$ cat src/rtl/widths_shift_seq_if.sv
// Request/result bus for the sequential shifter: a valid/ready request
// channel carrying operand, distance and operation, and a valid/ready
// result channel carrying the shifted word and the last bit shifted out.
interface widths_shift_seq_if #(
    parameter int WIDTH = 8
);
    localparam int SHW = (WIDTH > 1) ? $clog2(WIDTH) : 1;

    logic             in_valid;
    logic             in_ready;
    logic [WIDTH-1:0] data_in;
    logic [SHW-1:0]   shift_amt;
    logic [1:0]       mode;
    logic             out_valid;
    logic             out_ready;
    logic [WIDTH-1:0] result;
    logic             carry_out;

    // Requester / result consumer side.
    modport master (
        output in_valid, data_in, shift_amt, mode, out_ready,
        input  in_ready, out_valid, result, carry_out
    );

    // Shifter side.
    modport slave (
        input  in_valid, data_in, shift_amt, mode, out_ready,
        output in_ready, out_valid, result, carry_out
    );
endinterface

$ cat src/rtl/widths_shift_seq.sv
// Sequential shifter: performs one 1-bit step of SHL/SHR/SAR/ROL per cycle,
// so a shift by N reports its result N+1 cycles after the request is taken.
// The result is held until the consumer accepts it.
module widths_shift_seq #(
    parameter int WIDTH = 8
) (
    input  logic                clk,
    input  logic                rst,
    widths_shift_seq_if.slave   bus
);
    localparam int SHW = (WIDTH > 1) ? $clog2(WIDTH) : 1;

    typedef enum logic [1:0] {IDLE, SHIFT, DONE} state_t;
    typedef enum logic [1:0] {M_SHL = 2'b00, M_SHR = 2'b01, M_SAR = 2'b10, M_ROL = 2'b11} mode_t;

    state_t           state_q, state_d;
    logic [WIDTH-1:0] data_q,  data_d;
    logic [SHW-1:0]   cnt_q,   cnt_d;
    logic [1:0]       mode_q,  mode_d;
    logic             carry_q, carry_d;

    logic [WIDTH-1:0] step_data;
    logic             step_carry;

    // One 1-bit step of the latched operation applied to the working word.
    always_comb begin
        step_data  = data_q;
        step_carry = carry_q;
        case (mode_t'(mode_q))
            M_SHL: begin
                step_data  = {data_q[WIDTH-2:0], 1'b0};
                step_carry = data_q[WIDTH-1];
            end
            M_SHR: begin
                step_data  = {1'b0, data_q[WIDTH-1:1]};
                step_carry = data_q[0];
            end
            M_SAR: begin
                step_data  = {data_q[WIDTH-1], data_q[WIDTH-1:1]};
                step_carry = data_q[0];
            end
            M_ROL: begin
                step_data  = {data_q[WIDTH-2:0], data_q[WIDTH-1]};
                step_carry = data_q[WIDTH-1];
            end
            default: ;
        endcase
    end

    // Next-state and handshake outputs; inputs other than out_ready only
    // matter in IDLE.
    always_comb begin
        state_d       = state_q;
        data_d        = data_q;
        cnt_d         = cnt_q;
        mode_d        = mode_q;
        carry_d       = carry_q;
        bus.in_ready  = 1'b0;
        bus.out_valid = 1'b0;
        case (state_q)
            IDLE: begin
                bus.in_ready = 1'b1;
                if (bus.in_valid) begin
                    data_d  = bus.data_in;
                    cnt_d   = bus.shift_amt;
                    mode_d  = bus.mode;
                    carry_d = 1'b0;
                    state_d = SHIFT;
                end
            end
            SHIFT: begin
                // Count reaching zero costs one extra cycle with no data
                // change; that cycle is what makes latency amount+1.
                if (cnt_q != '0) begin
                    data_d  = step_data;
                    carry_d = step_carry;
                    cnt_d   = cnt_q - 1'b1;
                end else begin
                    state_d = DONE;
                end
            end
            DONE: begin
                bus.out_valid = 1'b1;
                if (bus.out_ready) state_d = IDLE;
            end
            default: state_d = IDLE;
        endcase
    end

    // State registers; reset abandons any operation in flight.
    always_ff @(posedge clk or posedge rst) begin
        if (rst) begin
            state_q <= IDLE;
            data_q  <= '0;
            cnt_q   <= '0;
            mode_q  <= '0;
            carry_q <= 1'b0;
        end else begin
            state_q <= state_d;
            data_q  <= data_d;
            cnt_q   <= cnt_d;
            mode_q  <= mode_d;
            carry_q <= carry_d;
        end
    end

    assign bus.result    = data_q;
    assign bus.carry_out = carry_q;
endmodule

$ cat src/flat_wrapper.sv
// flat-port wrapper written by rule: the top's interface ports become plain ports
module widths_shift_seq_flat 
#(
    parameter int WIDTH = 8
)
  (clk, rst, bus_in_valid, bus_data_in, bus_shift_amt, bus_mode, bus_out_ready, bus_in_ready, bus_out_valid, bus_result, bus_carry_out);
  widths_shift_seq_if #(.WIDTH(WIDTH)) bus_i ();
  input  logic clk;
  input  logic rst;
  input wire logic [$bits(bus_i.in_valid)-1:0] bus_in_valid;
  input wire logic [$bits(bus_i.data_in)-1:0] bus_data_in;
  input wire logic [$bits(bus_i.shift_amt)-1:0] bus_shift_amt;
  input wire logic [$bits(bus_i.mode)-1:0] bus_mode;
  input wire logic [$bits(bus_i.out_ready)-1:0] bus_out_ready;
  output wire logic [$bits(bus_i.in_ready)-1:0] bus_in_ready;
  output wire logic [$bits(bus_i.out_valid)-1:0] bus_out_valid;
  output wire logic [$bits(bus_i.result)-1:0] bus_result;
  output wire logic [$bits(bus_i.carry_out)-1:0] bus_carry_out;
  assign bus_i.in_valid = bus_in_valid;
  assign bus_i.data_in = bus_data_in;
  assign bus_i.shift_amt = bus_shift_amt;
  assign bus_i.mode = bus_mode;
  assign bus_i.out_ready = bus_out_ready;
  assign bus_in_ready = bus_i.in_ready;
  assign bus_out_valid = bus_i.out_valid;
  assign bus_result = bus_i.result;
  assign bus_carry_out = bus_i.carry_out;
  widths_shift_seq #(.WIDTH(WIDTH)) u_core (.clk(clk), .rst(rst), .bus(bus_i));
endmodule
$ cat config.mk
export PLATFORM = sky130hd
export DESIGN_NAME = widths_shift_seq_flat
export DESIGN_NICKNAME = d
export VERILOG_FILES = /design/src/rtl/widths_shift_seq_if.sv /design/src/rtl/widths_shift_seq.sv /design/src/flat_wrapper.sv
export SDC_FILE = /design/constraint.sdc
export NUM_CORES = 1
export LEC_CHECK = 0
export BUFFER_PORTS_ARGS = -buffer_cell sky130_fd_sc_hd__buf_2
export CORE_UTILIZATION = 45
export DETAILED_ROUTE_END_ITERATION = 10
export GPL_ROUTABILITY_DRIVEN = 0
export PLACE_DENSITY = 0.77
export RECOVER_POWER = 50
export SLEW_MARGIN = 40
export SYNTH_ARGS = -nofsm -noshare
export SYNTH_HDL_FRONTEND = slang
export SYNTH_SLANG_ARGS = --single-unit
$ cat constraint.sdc
create_clock -name clk -period 3 [get_ports clk]
set_input_delay 0.6 -clock clk [delete_from_list [all_inputs] [get_ports clk]]
set_output_delay 0.6 -clock clk [all_outputs]
set_load 0.02 [all_outputs]
==> report_table.html, run 1 <==
<table>
<tr><th>Metric</th><th>Value</th></tr>
<tr><th colspan="2">Place</th></tr>
<tr><td>Number of placed instances, taps included</td><td>153</td></tr>
<tr><td>Post-DP HPWL</td><td>1600 um</td></tr>
<tr><td>Port buffer count</td><td>27</td></tr>
<tr><th colspan="2">Die</th></tr>
<tr><td>Die outline area</td><td>0.00241 mm2</td></tr>
<tr><td>Core box area</td><td>0.00202 mm2</td></tr>
<tr><td>Floorplan row count</td><td>16</td></tr>
<tr><td>Die Width</td><td>49.0 um</td></tr>
<tr><td>IO Pins</td><td>28</td></tr>
<tr><td>Die H</td><td>49.0 um</td></tr>
<tr><td>Starting Density</td><td>49.3%</td></tr>
<tr><th colspan="2">Layout</th></tr>
<tr><td>Area of combinational cells with multiple inputs</td><td>512 um2</td></tr>
<tr><td>Share of final-layout standard cells stronger than drive strength 1</td><td>36.2%</td></tr>
<tr><td>Post-synthesis to final-layout area growth</td><td>15.8%</td></tr>
<tr><td>Antenna Diode Count</td><td>0</td></tr>
<tr><td>Total Nets Final</td><td>154</td></tr>
<tr><td>Sequential cell area in the final layout</td><td>400 um2</td></tr>
<tr><td>Non-filler cells, final</td><td>157</td></tr>
<tr><td>Share of the core filled with cells</td><td>57.1%</td></tr>
<tr><td>Final-layout fill cell count</td><td>179</td></tr>
<tr><th colspan="2">Detailed routing</th></tr>
<tr><td>Post-DR wirelength/cell</td><td>13.1 um</td></tr>
<tr><td>Wire length on met2</td><td>1060 um</td></tr>
<tr><td>Met3 wire length</td><td>82 um</td></tr>
<tr><td>WL met1</td><td>874 um</td></tr>
<tr><td>Antenna violation net count after detailed routing</td><td>0</td></tr>
<tr><td>DR vias</td><td>849</td></tr>
<tr><td>Uppermost routed layer</td><td>met4</td></tr>
<tr><td>DR iter-0 viols</td><td>12</td></tr>
<tr><td>Detailed-route DRC error count</td><td>0</td></tr>
<tr><td>Number of vias per cell after detailed routing</td><td>5.41</td></tr>
<tr><td>Number of detailed-routing iterations run before antenna repair</td><td>4</td></tr>
<tr><td>Routed WL</td><td>2060 um</td></tr>
<tr><th colspan="2">Synthesis</th></tr>
<tr><td>Count of flip-flops with a built-in enable after synthesis</td><td>0</td></tr>
<tr><td>Yosys reg bits</td><td>16</td></tr>
<tr><td>Yosys cell types</td><td>33</td></tr>
<tr><td>Sequential-to-total area share from yosys stat</td><td>40.2%</td></tr>
<tr><td>Mean instance size in the synthesized netlist</td><td>9.58 um2</td></tr>
<tr><td>Synth top area cells</td><td>sky130_fd_sc_hd__dfrtp_1 (40%), sky130_fd_sc_hd__o21ai_2 (9.7%), sky130_fd_sc_hd__ha_1 (7.5%)</td></tr>
<tr><td>Share of flip-flops with an asynchronous set or reset after synthesis</td><td>100%</td></tr>
<tr><td>Main flop type after synthesis</td><td>sky130_fd_sc_hd__dfrtp_1</td></tr>
<tr><td>Area of the mapped netlist</td><td>996 um2</td></tr>
<tr><td>Most repeated cell in the gate-level netlist after synthesis</td><td>sky130_fd_sc_hd__dfrtp_1</td></tr>
<tr><td>Syn_nets</td><td>127</td></tr>
<tr><td>Synth warn</td><td>0</td></tr>
<tr><td>Top cell type's share of synthesized area</td><td>40.2%</td></tr>
<tr><td>Synth top cells by count</td><td>sky130_fd_sc_hd__dfrtp_1 (16), sky130_fd_sc_hd__o21ai_2 (11), sky130_fd_sc_hd__nand2_1 (10)</td></tr>
<tr><td>Gate Count Post-Synth</td><td>104</td></tr>
<tr><td>Largest area contributor in the synthesized netlist</td><td>sky130_fd_sc_hd__dfrtp_1</td></tr>
<tr><th colspan="2">Worst setup path</th></tr>
<tr><td>Slack of the worst reg-to-reg path</td><td>1200 ps</td></tr>
<tr><td>Endpoint required time on the critical path</td><td>3220 ps</td></tr>
<tr><td>Bufs and invs on worst path</td><td>2</td></tr>
<tr><td>Count of cells along the worst register-to-register path</td><td>7</td></tr>
<tr><td>Kind of end point of the critical path</td><td>flip-flop</td></tr>
<tr><td>Most numerous cell on the critical path</td><td>sky130_fd_sc_hd__o21ai_1</td></tr>
<tr><td>Startpoint class of the critical path</td><td>flip-flop</td></tr>
<tr><td>Crit-path slowest cell</td><td>sky130_fd_sc_hd__or3_4</td></tr>
<tr><td>Delay of the slowest critical-path stage</td><td>450 ps</td></tr>
<tr><td>R2r endpoint</td><td>u_core.cnt_q[0]</td></tr>
<tr><td>WS Path Type</td><td>flip-flop to flip-flop</td></tr>
<tr><td>Peak fanout along the critical path</td><td>12</td></tr>
<tr><td>Worst path arrival time</td><td>2030 ps</td></tr>
<tr><td>Critical R2R Launch</td><td>u_core.cnt_q[0]</td></tr>
<tr><td>CP cell instances</td><td>inv_1, ha_1, and3b_1, or3_4, clkinv_2, o21ai_1, o21ai_1</td></tr>
<tr><td>CP top delay family</td><td>simple AND/OR/NAND/NOR gates</td></tr>
<tr><th colspan="2">GRT</th></tr>
<tr><td>Number of antenna violations at the first check in global routing</td><td>0</td></tr>
<tr><td>Aggregate global routing overflow</td><td>0</td></tr>
<tr><td>Pin count of the biggest net entering global routing</td><td>17</td></tr>
<tr><td>Total routing resource utilization after global routing</td><td>19.5%</td></tr>
<tr><td>First-pass GRT wire length</td><td>3510 um</td></tr>
<tr><td>Via count of the first global-routing pass</td><td>790</td></tr>
<tr><th colspan="2">Power</th></tr>
<tr><td>Sum of internal, switching and leakage power</td><td>1490 uW</td></tr>
<tr><td>P per Cell Area</td><td>1290 mW/mm2</td></tr>
<tr><td>Leakage</td><td>0.000556 uW</td></tr>
<tr><td>Maximum resistive drop on vdd</td><td>0.618 mV</td></tr>
<tr><th colspan="2">Clocking</th></tr>
<tr><td>Root buffer selected by CTS</td><td>sky130_fd_sc_hd__clkbuf_4</td></tr>
<tr><td>Number of buffers on the longest clock path</td><td>2</td></tr>
<tr><td>Number of post-CTS setup repair buffers</td><td>0</td></tr>
<tr><td>Maximum level of the CTS H-tree</td><td>1</td></tr>
<tr><td>Clock transition time at the flip-flop clock pins of the worst setup and hold paths</td><td>100 ps</td></tr>
<tr><td>Inserted Clock Buffers</td><td>3</td></tr>
<tr><td>Number of cells upsized or downsized after cts</td><td>0</td></tr>
<tr><td>CTS hold repair buffers</td><td>0</td></tr>
<tr><td>Clock tree from TritonCTS</td><td>done</td></tr>
<tr><td>Sinks on the clock net</td><td>16</td></tr>
<tr><td>Worst-Skew Late Latency</td><td>300 ps</td></tr>
<tr><th colspan="2">Timing</th></tr>
<tr><td>Measured slew at the worst slew-check pin</td><td>623 ps</td></tr>
<tr><td>Post-Route Skew</td><td>6.38 ps</td></tr>
<tr><td>Final TNS setup</td><td>0 ps</td></tr>
<tr><td>Total count of hold-check failures in the final report</td><td>0</td></tr>
<tr><td>Count of final max-slew check failures</td><td>0</td></tr>
<tr><td>Post-route fraction of the period consumed by the critical path</td><td>60.2%</td></tr>
<tr><td>Highest clock frequency the design can meet</td><td>554 MHz</td></tr>
<tr><td>Period minus WS final</td><td>1800 ps</td></tr>
<tr><td>RSZ-0062 raised after global routing</td><td>no</td></tr>
<tr><td>Endpoints failing setup</td><td>0</td></tr>
<tr><td>Tightest slew margin relative to the limit</td><td>58.4%</td></tr>
<tr><th colspan="2">Hold path</th></tr>
<tr><td>Hold Path Class</td><td>input pin to async pin</td></tr>
<tr><th colspan="2">Outcome</th></tr>
<tr><td>Status</td><td>finished clean</td></tr>
<tr><th colspan="2">Run</th></tr>
<tr><td>Max Cap Violations</td><td>0</td></tr>
</table>
## report_power, final
| part | leakage, uW | internal, uW | switching [uW] |
|---|---|---|---|
| combinational | 0.000341 | 363 | 542 |
| clock | 0.0000210 | 74.1 | 72.3 |
| sequential | 0.000194 | 329 | 105 |
| total | 0.000556 | 766 | 719 |
## worst max path at each step
| stage | from | to | slack (ps) | depth (start not counted) |
|---|---|---|---|---|
| global placement | u_core.cnt_q[0] | u_core.cnt_q[0] | 1290 | 7 |
| global route | u_core.cnt_q[0] | u_core.cnt_q[0] | 1070 | 7 |
| floorplan | u_core.cnt_q[0] | u_core.cnt_q[0] | 1430 | 7 |
| CTS | u_core.cnt_q[0] | u_core.cnt_q[0] | 1170 | 7 |
| detailed placement | u_core.cnt_q[0] | u_core.cnt_q[0] | 1200 | 7 |
| finish | u_core.cnt_q[0] | u_core.cnt_q[0] | 1200 | 7 |
## flip-flops by register name, summed over array words and instances, names as in the netlist
register / count
u_core.bus.result: 8
u_core.cnt_q: 3
u_core.mode_q: 2
u_core.state_q: 2
u_core.bus.carry_out: 1
## area by class of cell
class                      instances  share of cell area [%]
multi-input combinational         73                    44.4
sequential                        16                    34.7
timing repair buffer              27                    11.5
inverter                          10                    3.36
clock buffer                       4                    3.15
tap                               27                    2.93
## routing by layer
layer  GRT usage (%)  vias up
met5               0        -
met4            8.82        0
met3            2.80        5
met2            33.6       26
met1            24.0      399
li1                -      419
## layout by cell type (no fill, tap or decap), types with 3 or more instances in the layout
master / count
sky130_fd_sc_hd__nor2_1: 7
sky130_fd_sc_hd__dfrtp_1: 16
sky130_fd_sc_hd__nand2_1: 10
sky130_fd_sc_hd__ha_1: 6
sky130_fd_sc_hd__inv_1: 9
sky130_fd_sc_hd__buf_2: 25
sky130_fd_sc_hd__clkbuf_4: 3
sky130_fd_sc_hd__a21oi_1: 3
sky130_fd_sc_hd__o21ai_2: 11
sky130_fd_sc_hd__o21ai_1: 5
sky130_fd_sc_hd__a221oi_1: 6
sky130_fd_sc_hd__o21ai_0: 4
## metrics by stage
step	hold slack, ps	area, um2	setup WS [ps]
after floorplan	442	996	1430
after global placement	460	1120	1290
after detailed placement	484	1120	1200
after CTS	382	1160	1170
after global routing	414	1150	1070
final	364	1150	1200
## kinds of logic after synthesis
group	after synthesis	synth area share, %
muxes	1	1.01
adders and majority gates	6	7.54
and+or+nand+nor	28	14.2
AOI/OAI and AO/OA	38	28.6
buffers and inverters	15	8.42
DFF	16	40.2
No activity file was read; power rests on OpenSTA's default activity.
==> run 2, diff against run 1 <==
- PLACE_DENSITY: 0.77 -> 0.8
- clock period: 3 -> 1.57 ns (I/O delays scaled with it)
==> run 2 against run 1 <==
Net effect:
- the run now ends with setup timing left
- via count grew 11%
- clock power grew 50%
- first-iteration DRC count is the same
- largest cell class unchanged
==> report_table.html, run 2 (synthesis results as in run 1) <==
<table>
<tr><th>Metric</th><th>Value</th></tr>
<tr><th colspan="2">Outcome</th></tr>
<tr><td>Status</td><td>finished, violations left</td></tr>
<tr><td>Violated checks</td><td>setup timing</td></tr>
<tr><th colspan="2">Timing</th></tr>
<tr><td>Count of final max-slew check failures</td><td>0</td></tr>
<tr><td>Highest clock frequency the design can meet</td><td>628 MHz</td></tr>
<tr><td>Period minus WS final</td><td>1590 ps</td></tr>
<tr><td>Post-Route Skew</td><td>3.70 ps</td></tr>
<tr><td>Post-route fraction of the period consumed by the critical path</td><td>101%</td></tr>
<tr><td>RSZ-0062 raised after global routing</td><td>yes</td></tr>
<tr><td>Fin worst setup slack</td><td>-23.4 ps</td></tr>
<tr><td>Tightest slew margin relative to the limit</td><td>56.8%</td></tr>
<tr><td>Total count of hold-check failures in the final report</td><td>0</td></tr>
<tr><td>Measured slew at the worst slew-check pin</td><td>648 ps</td></tr>
<tr><td>Endpoints failing setup</td><td>2</td></tr>
<tr><td>Final TNS setup</td><td>-24.9 ps</td></tr>
<tr><th colspan="2">Place</th></tr>
<tr><td>Post-DP HPWL</td><td>1620 um</td></tr>
<tr><td>Placement-stage cell area</td><td>0.00117 mm2</td></tr>
<tr><td>Number of placed instances, taps included</td><td>160</td></tr>
<tr><td>Port buffer count</td><td>27</td></tr>
<tr><th colspan="2">Layout</th></tr>
<tr><td>Area of combinational cells with multiple inputs</td><td>588 um2</td></tr>
<tr><td>Number of flip-flops under the largest register name</td><td>8</td></tr>
<tr><td>Post-synthesis to final-layout area growth</td><td>33.3%</td></tr>
<tr><td>Non-filler cells, final</td><td>168</td></tr>
<tr><td>Antenna Diode Count</td><td>0</td></tr>
<tr><td>Total Nets Final</td><td>166</td></tr>
<tr><td>Leading cell type in the layout, fill and taps excluded</td><td>sky130_fd_sc_hd__buf_2</td></tr>
<tr><td>Share of final-layout standard cells stronger than drive strength 1</td><td>52.5%</td></tr>
<tr><td>Final-layout fill cell count</td><td>168</td></tr>
<tr><td>Sequential cell area in the final layout</td><td>400 um2</td></tr>
<tr><td>Share of the core filled with cells</td><td>65.7%</td></tr>
<tr><td>Final design area excluding fillers</td><td>0.00133 mm2</td></tr>
<tr><td>Highest-count cells in the layout ignoring fill and taps</td><td>sky130_fd_sc_hd__buf_2 (27), sky130_fd_sc_hd__dfrtp_1 (16), sky130_fd_sc_hd__o21ai_2 (12), sky130_fd_sc_hd__buf_4 (10), sky130_fd_sc_hd__nand2_1 (9)</td></tr>
<tr><th colspan="2">Detailed routing</th></tr>
<tr><td>Detailed-route DRC error count</td><td>0</td></tr>
<tr><td>Routed WL</td><td>2300 um</td></tr>
<tr><td>DR vias</td><td>942</td></tr>
<tr><td>Post-DR wirelength/cell</td><td>13.7 um</td></tr>
<tr><td>DR iter-0 viols</td><td>12</td></tr>
<tr><td>Number of detailed-routing iterations run before antenna repair</td><td>4</td></tr>
<tr><td>Antenna violation net count after detailed routing</td><td>0</td></tr>
<tr><td>Number of vias per cell after detailed routing</td><td>5.61</td></tr>
<tr><th colspan="2">GRT</th></tr>
<tr><td>Number of antenna violations at the first check in global routing</td><td>0</td></tr>
<tr><td>Total routing resource utilization after global routing</td><td>19.6%</td></tr>
<tr><td>Pin count of the biggest net entering global routing</td><td>17</td></tr>
<tr><td>First-pass GRT wire length</td><td>3620 um</td></tr>
<tr><td>Via count of the first global-routing pass</td><td>847</td></tr>
<tr><td>Aggregate global routing overflow</td><td>0</td></tr>
<tr><th colspan="2">Power</th></tr>
<tr><td>Maximum resistive drop on vdd</td><td>1.26 mV</td></tr>
<tr><td>P per Cell Area</td><td>2550 mW/mm2</td></tr>
<tr><td>Share of power burned in registers</td><td>25.3%</td></tr>
<tr><td>Net switching fraction of the power</td><td>47.9%</td></tr>
<tr><td>Leakage</td><td>0.000637 uW</td></tr>
<tr><td>Sum of internal, switching and leakage power</td><td>3380 uW</td></tr>
<tr><td>Internal power contribution</td><td>1760 uW</td></tr>
<tr><td>Combinational Power Share</td><td>68.3%</td></tr>
<tr><td>Clock share of power</td><td>6.5%</td></tr>
<tr><td>NetSw</td><td>1620 uW</td></tr>
<tr><th colspan="2">Worst setup path</th></tr>
<tr><td>Critical R2R Launch</td><td>u_core.cnt_q[0]</td></tr>
<tr><td>Kind of end point of the critical path</td><td>flip-flop</td></tr>
<tr><td>Endpoint required time on the critical path</td><td>1740 ps</td></tr>
<tr><td>Worst path arrival time</td><td>1760 ps</td></tr>
<tr><td>Startpoint of the worst setup timing path</td><td>u_core.cnt_q[0]</td></tr>
<tr><td>Startpoint class of the critical path</td><td>flip-flop</td></tr>
<tr><td>WS Path Type</td><td>flip-flop to flip-flop</td></tr>
<tr><td>Peak fanout along the critical path</td><td>8</td></tr>
<tr><th colspan="2">Die</th></tr>
<tr><td>Starting Density</td><td>49.3%</td></tr>
<tr><td>Floorplan row count</td><td>16</td></tr>
<tr><td>IO Pins</td><td>28</td></tr>
<tr><td>Core box area</td><td>0.00202 mm2</td></tr>
<tr><td>Die outline area</td><td>0.00241 mm2</td></tr>
<tr><td>Die Width</td><td>49.0 um</td></tr>
<tr><td>Die H</td><td>49.0 um</td></tr>
<tr><th colspan="2">Clocking</th></tr>
<tr><td>Inserted Clock Buffers</td><td>3</td></tr>
<tr><td>Sinks on the clock net</td><td>16</td></tr>
<tr><td>Root buffer selected by CTS</td><td>sky130_fd_sc_hd__clkbuf_4</td></tr>
<tr><td>Worst-Skew Late Latency</td><td>290 ps</td></tr>
<tr><td>Number of buffers on the longest clock path</td><td>2</td></tr>
<tr><td>Clock transition time at the flip-flop clock pins of the worst setup and hold paths</td><td>90 ps</td></tr>
<tr><td>Maximum level of the CTS H-tree</td><td>1</td></tr>
<tr><td>Clock tree from TritonCTS</td><td>done</td></tr>
<tr><th colspan="2">Hold path</th></tr>
<tr><td>Hold Path Class</td><td>input pin to async pin</td></tr>
<tr><th colspan="2">Run</th></tr>
<tr><td>Max Cap Violations</td><td>0</td></tr>
</table>
[run 2: changes by cell type in the layout (fill, tap and decap cells not counted), moves of 2 or more]
| cell | change |
|---|---|
| sky130_fd_sc_hd__a221oi_2 | +6 |
| sky130_fd_sc_hd__clkbuf_1 | -2 |
| sky130_fd_sc_hd__buf_2 | +2 |
| sky130_fd_sc_hd__buf_6 | +2 |
| sky130_fd_sc_hd__nor2_1 | -2 |
| sky130_fd_sc_hd__a221oi_1 | -6 |
| sky130_fd_sc_hd__buf_4 | +10 |
[run 2: critical path, stage by stage (launching register included)]
cell	delay, ps
sky130_fd_sc_hd__dfrtp_1	380
sky130_fd_sc_hd__inv_2	60
sky130_fd_sc_hd__ha_4	150
sky130_fd_sc_hd__and3b_1	180
sky130_fd_sc_hd__or3_4	400
sky130_fd_sc_hd__buf_6	160
sky130_fd_sc_hd__nand2_1	70
sky130_fd_sc_hd__o21ai_1	70
[run 2: per-layer routing]
layer  GRT usage (%)  vias to the layer above  part of all wire [%]
met4            5.88                        0                   1.3
li1                -                      441                     -
met2            37.5                       31                    53
met3            2.80                        7                   4.0
met5               0                        -                     0
met1            22.2                      463                    42
[run 2: worst paths after layout]
kind	end	slack, ps	cells past startpoint
max	u_core.bus.result[6]	-20	7
min	u_core.bus.carry_out	100	2
max reg2reg	u_core.bus.result[6]	-20	7
min reg2reg	u_core.bus.carry_out	490	2
max in group asynchronous	u_core.cnt_q[0]	1060	2
min in group clk	u_core.mode_q[0]	230	3
[run 2: power groups by stage]
stage | Combinational [uW] | Clock, uW | Sequential [uW]
after floorplan | 1400 | 0 | 915
after global placement | 1820 | 0 | 813
after detailed placement | 1880 | 0 | 828
after CTS | 2020 | 221 | 823
after global routing | 2510 | 233 | 885
final | 2310 | 219 | 855
[run 2: final cells by class]
cell class	instances	share of cell area, %
clock buffer	3	1.70
inverter	10	3.77
multi-input combinational	73	44.3
sequential	16	30.2
tap	27	2.54
timing repair buffer	39	17.5
[run 2: stage by stage]
step	worst slack (ps)	hold WS, ps
global placement	3.43	428
finish	-23.4	97.4
global route	-72.1	147
CTS	-30.7	118
detailed placement	-80.5	435
floorplan	26.3	228
[run 2: timing repair]
| item | CTS | global route |
|---|---|---|
| resized for setup | 8 | 13 |
| pin swaps | 3 | 1 |
| hold buffers | 0 | 0 |
| buffers inserted | 2 | 3 |
| setup endpoints to repair | 11 | 11 |
